===== src/rtl/zet_pic_pkg.sv =====
// Shared constants and types for the zet_pic interrupt controller.
// Register port addresses, OCW2 EOI codes, FSM encoding and reset defaults.
package zet_pic_pkg;

    localparam logic       PIC_ADDR_CMD  = 1'b0;
    localparam logic       PIC_ADDR_DATA = 1'b1;

    localparam logic [2:0] OCW2_EOI_NONSPEC = 3'b001;
    localparam logic [2:0] OCW2_EOI_SPEC    = 3'b011;

    localparam logic [7:0] VEC_RST_DEF = 8'h08;
    localparam logic [7:0] IMR_RST_DEF = 8'hFF;

    typedef enum logic {
        ST_RUN       = 1'b0,
        ST_WAIT_ICW2 = 1'b1
    } pic_state_t;

endpackage


===== src/rtl/zet_pic_prio.sv =====
// Lowest-set-bit finder: index of the highest-priority (lowest numbered) set bit.
module zet_pic_prio (
    input  logic [7:0] bits,
    output logic       valid,
    output logic [2:0] idx
);

    // NOTE: every output gets a default before the loop so no latch is inferred.
    always_comb begin
        valid = |bits;
        idx   = 3'd0;
        for (int i = 7; i >= 0; i--) begin
            if (bits[i]) idx = 3'(i);
        end
    end

endmodule


===== src/rtl/zet_pic.sv =====
// 8-input fixed-priority interrupt controller with intr/inta handshake and a
// two-address byte register port for ICW1/ICW2, OCW1 (mask), OCW2 (EOI) and OCW3.
module zet_pic
    import zet_pic_pkg::*;
#(
    parameter logic [7:0] VEC_RST = VEC_RST_DEF,
    parameter logic [7:0] IMR_RST = IMR_RST_DEF
) (
    input  logic       clk,
    input  logic       rst,
    input  logic [7:0] irq,
    output logic       intr,
    input  logic       inta,
    output logic [7:0] vector,
    input  logic       io_cs,
    input  logic       io_we,
    input  logic       io_addr,
    input  logic [7:0] io_wdat,
    output logic [7:0] io_rdat
);

    logic [7:0] irq_s1, irq_s2, irq_s3;
    logic [7:0] irr, isr, imr;
    logic [4:0] base;
    logic       rd_isr;
    pic_state_t state;

    logic [7:0] irq_edge, req;
    logic       req_valid, isr_valid, pend;
    logic [2:0] win, top;

    logic [7:0] irr_n, isr_n, imr_n, vector_n, rdat_n;
    logic [4:0] base_n;
    logic       rd_isr_n;
    pic_state_t state_n;

    assign irq_edge = irq_s2 & ~irq_s3;
    assign req      = irr & ~imr;

    zet_pic_prio u_prio_req (.bits(req), .valid(req_valid), .idx(win));
    zet_pic_prio u_prio_isr (.bits(isr), .valid(isr_valid), .idx(top));

    assign pend = req_valid && (!isr_valid || (win < top));

    // NOTE: combinational next-state uses blocking '=' so later statements see
    // earlier ones (ack then EOI then ICW1); the registers below use '<='.
    always_comb begin
        irr_n    = irr | irq_edge;
        isr_n    = isr;
        imr_n    = imr;
        base_n   = base;
        rd_isr_n = rd_isr;
        state_n  = state;
        vector_n = vector;
        rdat_n   = io_rdat;

        // An edge on the acknowledged line in the same cycle is dropped here.
        if (inta) begin
            if (pend) begin
                isr_n[win] = 1'b1;
                irr_n[win] = 1'b0;
                vector_n   = {base, win};
            end else begin
                vector_n   = {base, 3'd7};
            end
        end

        if (io_cs && io_we) begin
            if (io_addr == PIC_ADDR_CMD) begin
                if (io_wdat[4]) begin
                    isr_n   = 8'h00;
                    irr_n   = 8'h00;
                    imr_n   = 8'h00;
                    state_n = ST_WAIT_ICW2;
                end else if (io_wdat[3] == 1'b0) begin
                    // Nonspecific EOI targets the pre-ack in-service priority.
                    if (io_wdat[7:5] == OCW2_EOI_NONSPEC && isr_valid)
                        isr_n[top] = 1'b0;
                    else if (io_wdat[7:5] == OCW2_EOI_SPEC)
                        isr_n[io_wdat[2:0]] = 1'b0;
                end else if (io_wdat[1]) begin
                    rd_isr_n = io_wdat[0];
                end
            end else if (state == ST_WAIT_ICW2) begin
                base_n  = io_wdat[7:3];
                state_n = ST_RUN;
            end else begin
                imr_n = io_wdat;
            end
        end

        if (io_cs && !io_we) begin
            if (io_addr == PIC_ADDR_DATA) rdat_n = imr;
            else                          rdat_n = rd_isr ? isr : irr;
        end
    end

    always_ff @(posedge clk or negedge rst) begin
        if (!rst) begin
            irq_s1  <= 8'h00;
            irq_s2  <= 8'h00;
            irq_s3  <= 8'h00;
            irr     <= 8'h00;
            isr     <= 8'h00;
            imr     <= IMR_RST;
            base    <= VEC_RST[7:3];
            rd_isr  <= 1'b0;
            state   <= ST_RUN;
            intr    <= 1'b0;
            vector  <= {VEC_RST[7:3], 3'd7};
            io_rdat <= 8'h00;
        end else begin
            irq_s1  <= irq;
            irq_s2  <= irq_s1;
            irq_s3  <= irq_s2;
            irr     <= irr_n;
            isr     <= isr_n;
            imr     <= imr_n;
            base    <= base_n;
            rd_isr  <= rd_isr_n;
            state   <= state_n;
            intr    <= pend && !inta;
            vector  <= vector_n;
            io_rdat <= rdat_n;
        end
    end

endmodule


===== config.mk =====
export PLATFORM = sky130hd
export DESIGN_NAME = zet_pic
export DESIGN_NICKNAME = d
export VERILOG_FILES = /design/src/rtl/zet_pic_pkg.sv /design/src/rtl/zet_pic_prio.sv /design/src/rtl/zet_pic.sv
export SDC_FILE = /design/constraint.sdc
export NUM_CORES = 1
export LEC_CHECK = 0
export CORE_ASPECT_RATIO = 1.75
export CORE_MARGIN = 2
export CORE_UTILIZATION = 35
export DETAILED_ROUTE_END_ITERATION = 8
export DONT_BUFFER_PORTS = 1
export GPL_ROUTABILITY_DRIVEN = 0
export PLACE_DENSITY = 0.48
export SLEW_MARGIN = 20
export SYNTH_ARGS = -nofsm -noshare
export SYNTH_HDL_FRONTEND = slang
export SYNTH_SLANG_ARGS = --single-unit

===== constraint.sdc =====
create_clock -name clk -period 5.7 [get_ports clk]
set_input_delay 0.57 -clock clk [delete_from_list [all_inputs] [get_ports clk]]
set_output_delay 0.57 -clock clk [all_outputs]
set_load 0.005 [all_outputs]

==> run_results.csv, run 1 <==
group,metric,value,unit
outcome,status,"finished clean",
synthesis,synth-edff-count,0,
global_route,antenna_found_initial,0,
synthesis,ys_types,59,
synthesis,ys_seq_elements,72,
timing,post-route-period-util,0.4501,
drt,drt-initial-drc-count,101,
synthesis,synth_most_common_cell,"dfrtp_1",
floorplanning,ios,39,
flow_run,cap_violations,0,
floorplanning,num_rows,47,
synthesis,async_reset_ff_frac,1.000,
placed_design,portBuffers,0,
timing,post-route-min-period,2.566,ns
placed_design,preCtsSetupSlack,3.174,ns
synthesis,ys.flop_type,"dfrtp_1",
drt,firstDrtPassIters,4,
layout,layout.cells.non_filler,436,
setup_path,arrival,2.78,ns
clocking,tritoncts,"yes",
layout,n_antenna_cell,0,
timing,slew_headroom,0.4726,
timing,rsz0062_at_grt,"false",
global_route,grt_util_all_layers,0.1721,
synthesis,synthAdderAreaFrac,0.007559,
layout,area_growth,12.13,%
synthesis,synth-simple-area-share,0.1961,
timing,fin_hold_ws,0.07680,ns
floorplanning,die_x,77.52,um
drt,drc,0,
synthesis,syn_area_per_cell,10.68,um^2
drt,vias,2329,
layout,nNetsFinal,333,
synthesis,yosysSeqAreaShare,0.5491,
timing,finalSetupTns,0,ns
setup_path,r2r_cells,9,
floorplanning,initial_utilization,0.3541,
clocking,clkSinkCount,72,
placed_design,placedCellCount,419,
synthesis,synth_xor_area_frac,0,
floorplanning,die_h,132.7,um
drt,ant_nets,0,
drt,avgViaCountPerCell,5.342,
pwr,vdd_drop_max,0.0002775,V
synthesis,synth_top_area_cell,"dfrtp_1",
min_path,min_path_type,"in2async",
floorplanning,die_area,0.01028,mm^2
timing,drv_slew,0,
timing,finalSetupViolCount,0,
timing,tightest_slew,0.7805,ns
clocking,root_buffer,"clkbuf_16",
placed_design,place_area,0.003386,mm^2
clocking,cts_buffers,9,
clocking,clk_pin_slew,0.06,ns
synthesis,synth_compound_area_frac,0.1565,
layout,design_area,0.003712,mm^2
floorplanning,core,0.009350,mm^2
setup_path,cp-start-kind,"flop",
timing,hold_violations,0,
synthesis,synth_top_family_by_area,"simple AND/OR/NAND/NOR gates",
synthesis,syn_inst,310,
drt,routedWlPerCell,18.72,um
synthesis,yosys.area.top_type_share,0.4460,
setup_path,critPathRequiredTime,5.91,ns
global_route,grt.overflow.total,0,
pwr,pwr_density_cell,498.1,mW/mm^2
timing,fmax,389.8,MHz
drt,wl,8.162,mm
synthesis,syn-num-nets,334,
placed_design,dp_hpwl,6.031,mm
layout,fill_cells,932,
pwr,cellLeakagePower,0.001489,uW
timing,setup_ws,3.134,ns
global_route,grt_start_max_net_pins,60,
global_route,grt_pass1_wl,13.29,mm
global_route,grt_pass1_vias,2447,
clocking,insertion_delay,0.33,ns
synthesis,yosys-top-cells-count,"59 x dfrtp_1, 47 x nand2_1, 26 x o21ai_0, 25 x nor2_1, 15 x a21oi_1",
setup_path,crit_type,"reg2reg",
synthesis,muxShareOfSynthArea,0.06160,
layout,layout-drive-gt1-share,0.1752,
synthesis,ys_warn_count,0,
clocking,htreeDepth,3,
synthesis,synth_top_cells_by_area,"dfrtp_1 45%, dfstp_2 10%, nand2_1 5.3%, o21ai_0 3.9%, mux2_2 3.7%",
timing,fin_skew,0.005287,ns
synthesis,netlist_area,0.003311,mm^2
clocking,cts_buffer_depth,2,
setup_path,end_kind,"flop",
setup_path,path_max_fanout,4,
-- worst paths after layout --
kind                            from   endpoint  slack (ns)
max in group asynchronous        rst  irq_s1[6]        5.34
hold / removal                   rst     imr[7]        0.08
hold reg to reg            irq_s1[5]  irq_s2[5]        0.35
setup / recovery              imr[5]     isr[6]        3.13
min in group clk              irq[4]  irq_s1[4]        0.26
setup reg to reg              imr[5]     isr[6]        3.13
-- through the flow --
stage	total power, uW	util
finish	1849	0.3970
global route	1967	0.3970
CTS	1867	0.3970
detailed placement	1286	0.3621
global placement	1283	0.3621
floorplan	1161	-
-- timing repair --
action	4_1_cts	5_1_grt
resized for setup	0	0
hold buffers	1	0
setup buffers	0	0
hold endpoints to repair	59	0
-- power breakdown --
group	total (uW)	internal [uW]	switching, uW
sequential	760	641	119
clock	563	350	213
combinational	526	223	303
-- critical path, cell delays in order, from the launching register on --
cell      delay [ns]
dfstp_2         0.53
nand2b_1        0.16
nand2_1         0.10
nor3_1          0.29
nor2_1          0.08
ha_1            0.31
a211oi_1        0.25
o21a_1          0.23
o211ai_1        0.10
a221oi_1        0.38
-- logic make-up after synthesis --
kind of cell,after synthesis
adder cells (fa/ha/maj),2
multiplexers,19
AO/OA/AOI/OAI,76
AND/OR/NAND/NOR,123
buffers and inverters,18
flip-flops,72
-- per-layer routing --
metal  wire [um]  share of wire  track usage  up-vias
met2        4099           0.50       0.2821       75
met4         459          0.056       0.1190        0
met3         436          0.053      0.04502       27
li1            -              -            -     1100
met5           0              0            0        -
met1        3166           0.39       0.1926     1127
-- placed cells by master, fill, tap and decap left out, types with 7 or more instances in the layout --
master	count
dfrtp_1	59
nand2_1	47
o21ai_0	26
nor2_1	25
a21oi_1	15
dfstp_2	13
nor2b_1	11
mux2_2	11
clkbuf_16	9
mux2i_1	8
nand2b_1	7
-- state kept, by name (all words and copies together) (netlist names) --
| register | cells |
|---|---|
| rd_isr | 1 |
| vector | 8 |
| intr | 1 |
| isr | 8 |
| state | 1 |
| irq_s2 | 8 |
| irq_s1 | 8 |
| irr | 8 |
| io_rdat | 8 |
| base | 5 |
| imr | 8 |
| irq_s3 | 8 |
-- final cells by class --
type / instances / area, um^2 / share of cell area
clock buffers: 11 / 242.7 / 0.06539
repair buffers: 1 / 27.53 / 0.007415
multi-input cells: 220 / 1396 / 0.3761
flip-flops and latches: 72 / 1818 / 0.4897
inverters: 5 / 18.77 / 0.005056
clock inverters: 5 / 56.30 / 0.01517
well taps: 122 / 152.6 / 0.04112
No activity file was read; power rests on OpenSTA's default activity.
==> inputs of run 2 (changes only) <==
- PLACE_DENSITY: 0.48 -> 0.5
- clock period: 5.7 -> 2.3 ns (I/O delays scaled with it)
==> run_results.csv, run 2 (synthesis results as in run 1) <==
group,metric,value,unit
layout,nNetsFinal,384,
drt,drt-initial-drc-count,96,
floorplanning,initial_utilization,0.3541,
min_path,hp-start,"io_wdat[1]",
global_route,grt_pass1_wl,14.70,mm
clocking,clk_pin_slew,0.06,ns
setup_path,end_kind,"flop",
setup_path,cp-start-kind,"flop",
timing,finalSetupViolCount,0,
layout,layout-drive-gt1-share,0.2904,
placed_design,preCtsSetupSlack,-0.1032,ns
timing,tightest_slew,0.7261,ns
outcome,status,"finished clean",
timing,fmax,434.8,MHz
layout,layout.cells.most_common_list,"59 x dfrtp_1, 46 x nand2_1, 35 x buf_4",
floorplanning,num_rows,47,
layout,final_common_cell,"dfrtp_1",
global_route,grt_start_max_net_pins,73,
setup_path,rrSetupSlack,0.0002,ns
floorplanning,die_x,77.52,um
drt,wl_met2,4.957,mm
placed_design,place_area,0.003626,mm^2
floorplanning,ios,39,
drt,avgViaCountPerCell,5.304,
flow_run,cap_violations,0,
drt,routedWlPerCell,19.06,um
floorplanning,die_area,0.01028,mm^2
timing,slew_headroom,0.5093,
timing,rsz0062_at_grt,"true",
clocking,cts_buffer_depth,2,
drt,vias,2583,
clocking,insertion_delay,0.33,ns
timing,setup_ws,0.0001970,ns
drt,met3_length,256,um
layout,fin_util,0.4607,
setup_path,r2r_start,"imr[7]",
clocking,root_buffer,"clkbuf_16",
timing,post-route-min-period,2.300,ns
timing,fin_skew,0.005703,ns
global_route,grt_pass1_vias,2665,
setup_path,path_max_fanout,4,
drt,wl,9.283,mm
timing,post-route-period-util,0.9999,
placed_design,portBuffers,0,
clocking,tritoncts,"yes",
timing,fin_hold_ws,0.006993,ns
floorplanning,die_h,132.7,um
clocking,cts_buffers,9,
layout,design_area,0.004308,mm^2
setup_path,critPathRequiredTime,2.57,ns
clocking,clkSinkCount,72,
drt,maxUsedRoutingLayer,"met4",
global_route,antenna_found_initial,0,
timing,finalSetupTns,0,ns
setup_path,arrival,2.57,ns
drt,drc,0,
setup_path,crit_type,"reg2reg",
layout,area_growth,30.12,%
drt,ant_nets,0,
placed_design,dp_hpwl,6.710,mm
timing,drv_slew,0,
min_path,min_path_type,"in2reg",
setup_path,crit_start,"imr[7]",
pwr,vdd_drop_max,0.0007004,V
clocking,htreeDepth,3,
global_route,grt_util_all_layers,0.1903,
floorplanning,core,0.009350,mm^2
drt,wl_met1,3.477,mm
pwr,pwr_density_cell,1256,mW/mm^2
global_route,grt.overflow.total,0,
timing,hold_violations,0,
pwr,cellLeakagePower,0.001790,uW
drt,firstDrtPassIters,4,
layout,n_antenna_cell,0,
run 2: metal layers:
metal / global-route usage / vias up
met2: 0.3222 / 71
li1: - / 1201
met5: 0 / -
met1: 0.2052 / 1280
met4: 0.1458 / 0
met3: 0.03752 / 31
run 2: final timing paths:
| path | endpoint | cells past startpoint |
|---|---|---|
| setup / recovery | isr[3] | 8 |
| hold / removal | imr[1] | 2 |
| setup reg to reg | isr[3] | 8 |
| hold reg to reg | irq_s2[0] | 0 |
| max in group asynchronous | vector[0] | 2 |
| min in group asynchronous | irq_s1[5] | 2 |
run 2: cell type report:
cell class	instances	area, um^2
Clock buffer	11	242.7
Clock inverter	5	103.9
Fill cell	874	5042
Inverter	5	18.77
Multi-Input combinational cell	220	1521
Sequential cell	72	1818
Tap cell	122	152.6
Timing Repair Buffer	52	450.4
run 2: critical path: stages (launching register included):
cell and delay [ns]:
dfstp_2 0.59, nor2b_4 0.06, o211ai_1 0.21, a21oi_1 0.10
ha_1 0.28, o21a_1 0.21, o22a_4 0.25, nor4_4 0.30
o221a_1 0.23
run 2: timing repair:
item / 4_1_cts / 5_1_grt
endpoints found under the hold margin: 89 / 0
setup buffers: 0 / 3
resized for setup: 9 / 15
pin swaps: 3 / 15
cloned: 0 / 0
endpoints found under the setup margin: 13 / 19
hold buffers: 17 / 0
run 2: per-stage QoR:
step	cells	total power, uW
2_1_floorplan	310	2878
3_3_place_gp	451	3497
3_5_place_dp	451	3506
4_1_cts	484	5310
5_1_grt	487	5704
6_report	487	5409
run 2: where the power goes:
group | switching (uW) | leakage (uW) | internal [uW]
combinational | 1010 | 0.000778 | 920
sequential | 277 | 0.000842 | 1590
clock | 524 | 0.000170 | 1090
total | 1810 | 0.00179 | 3600
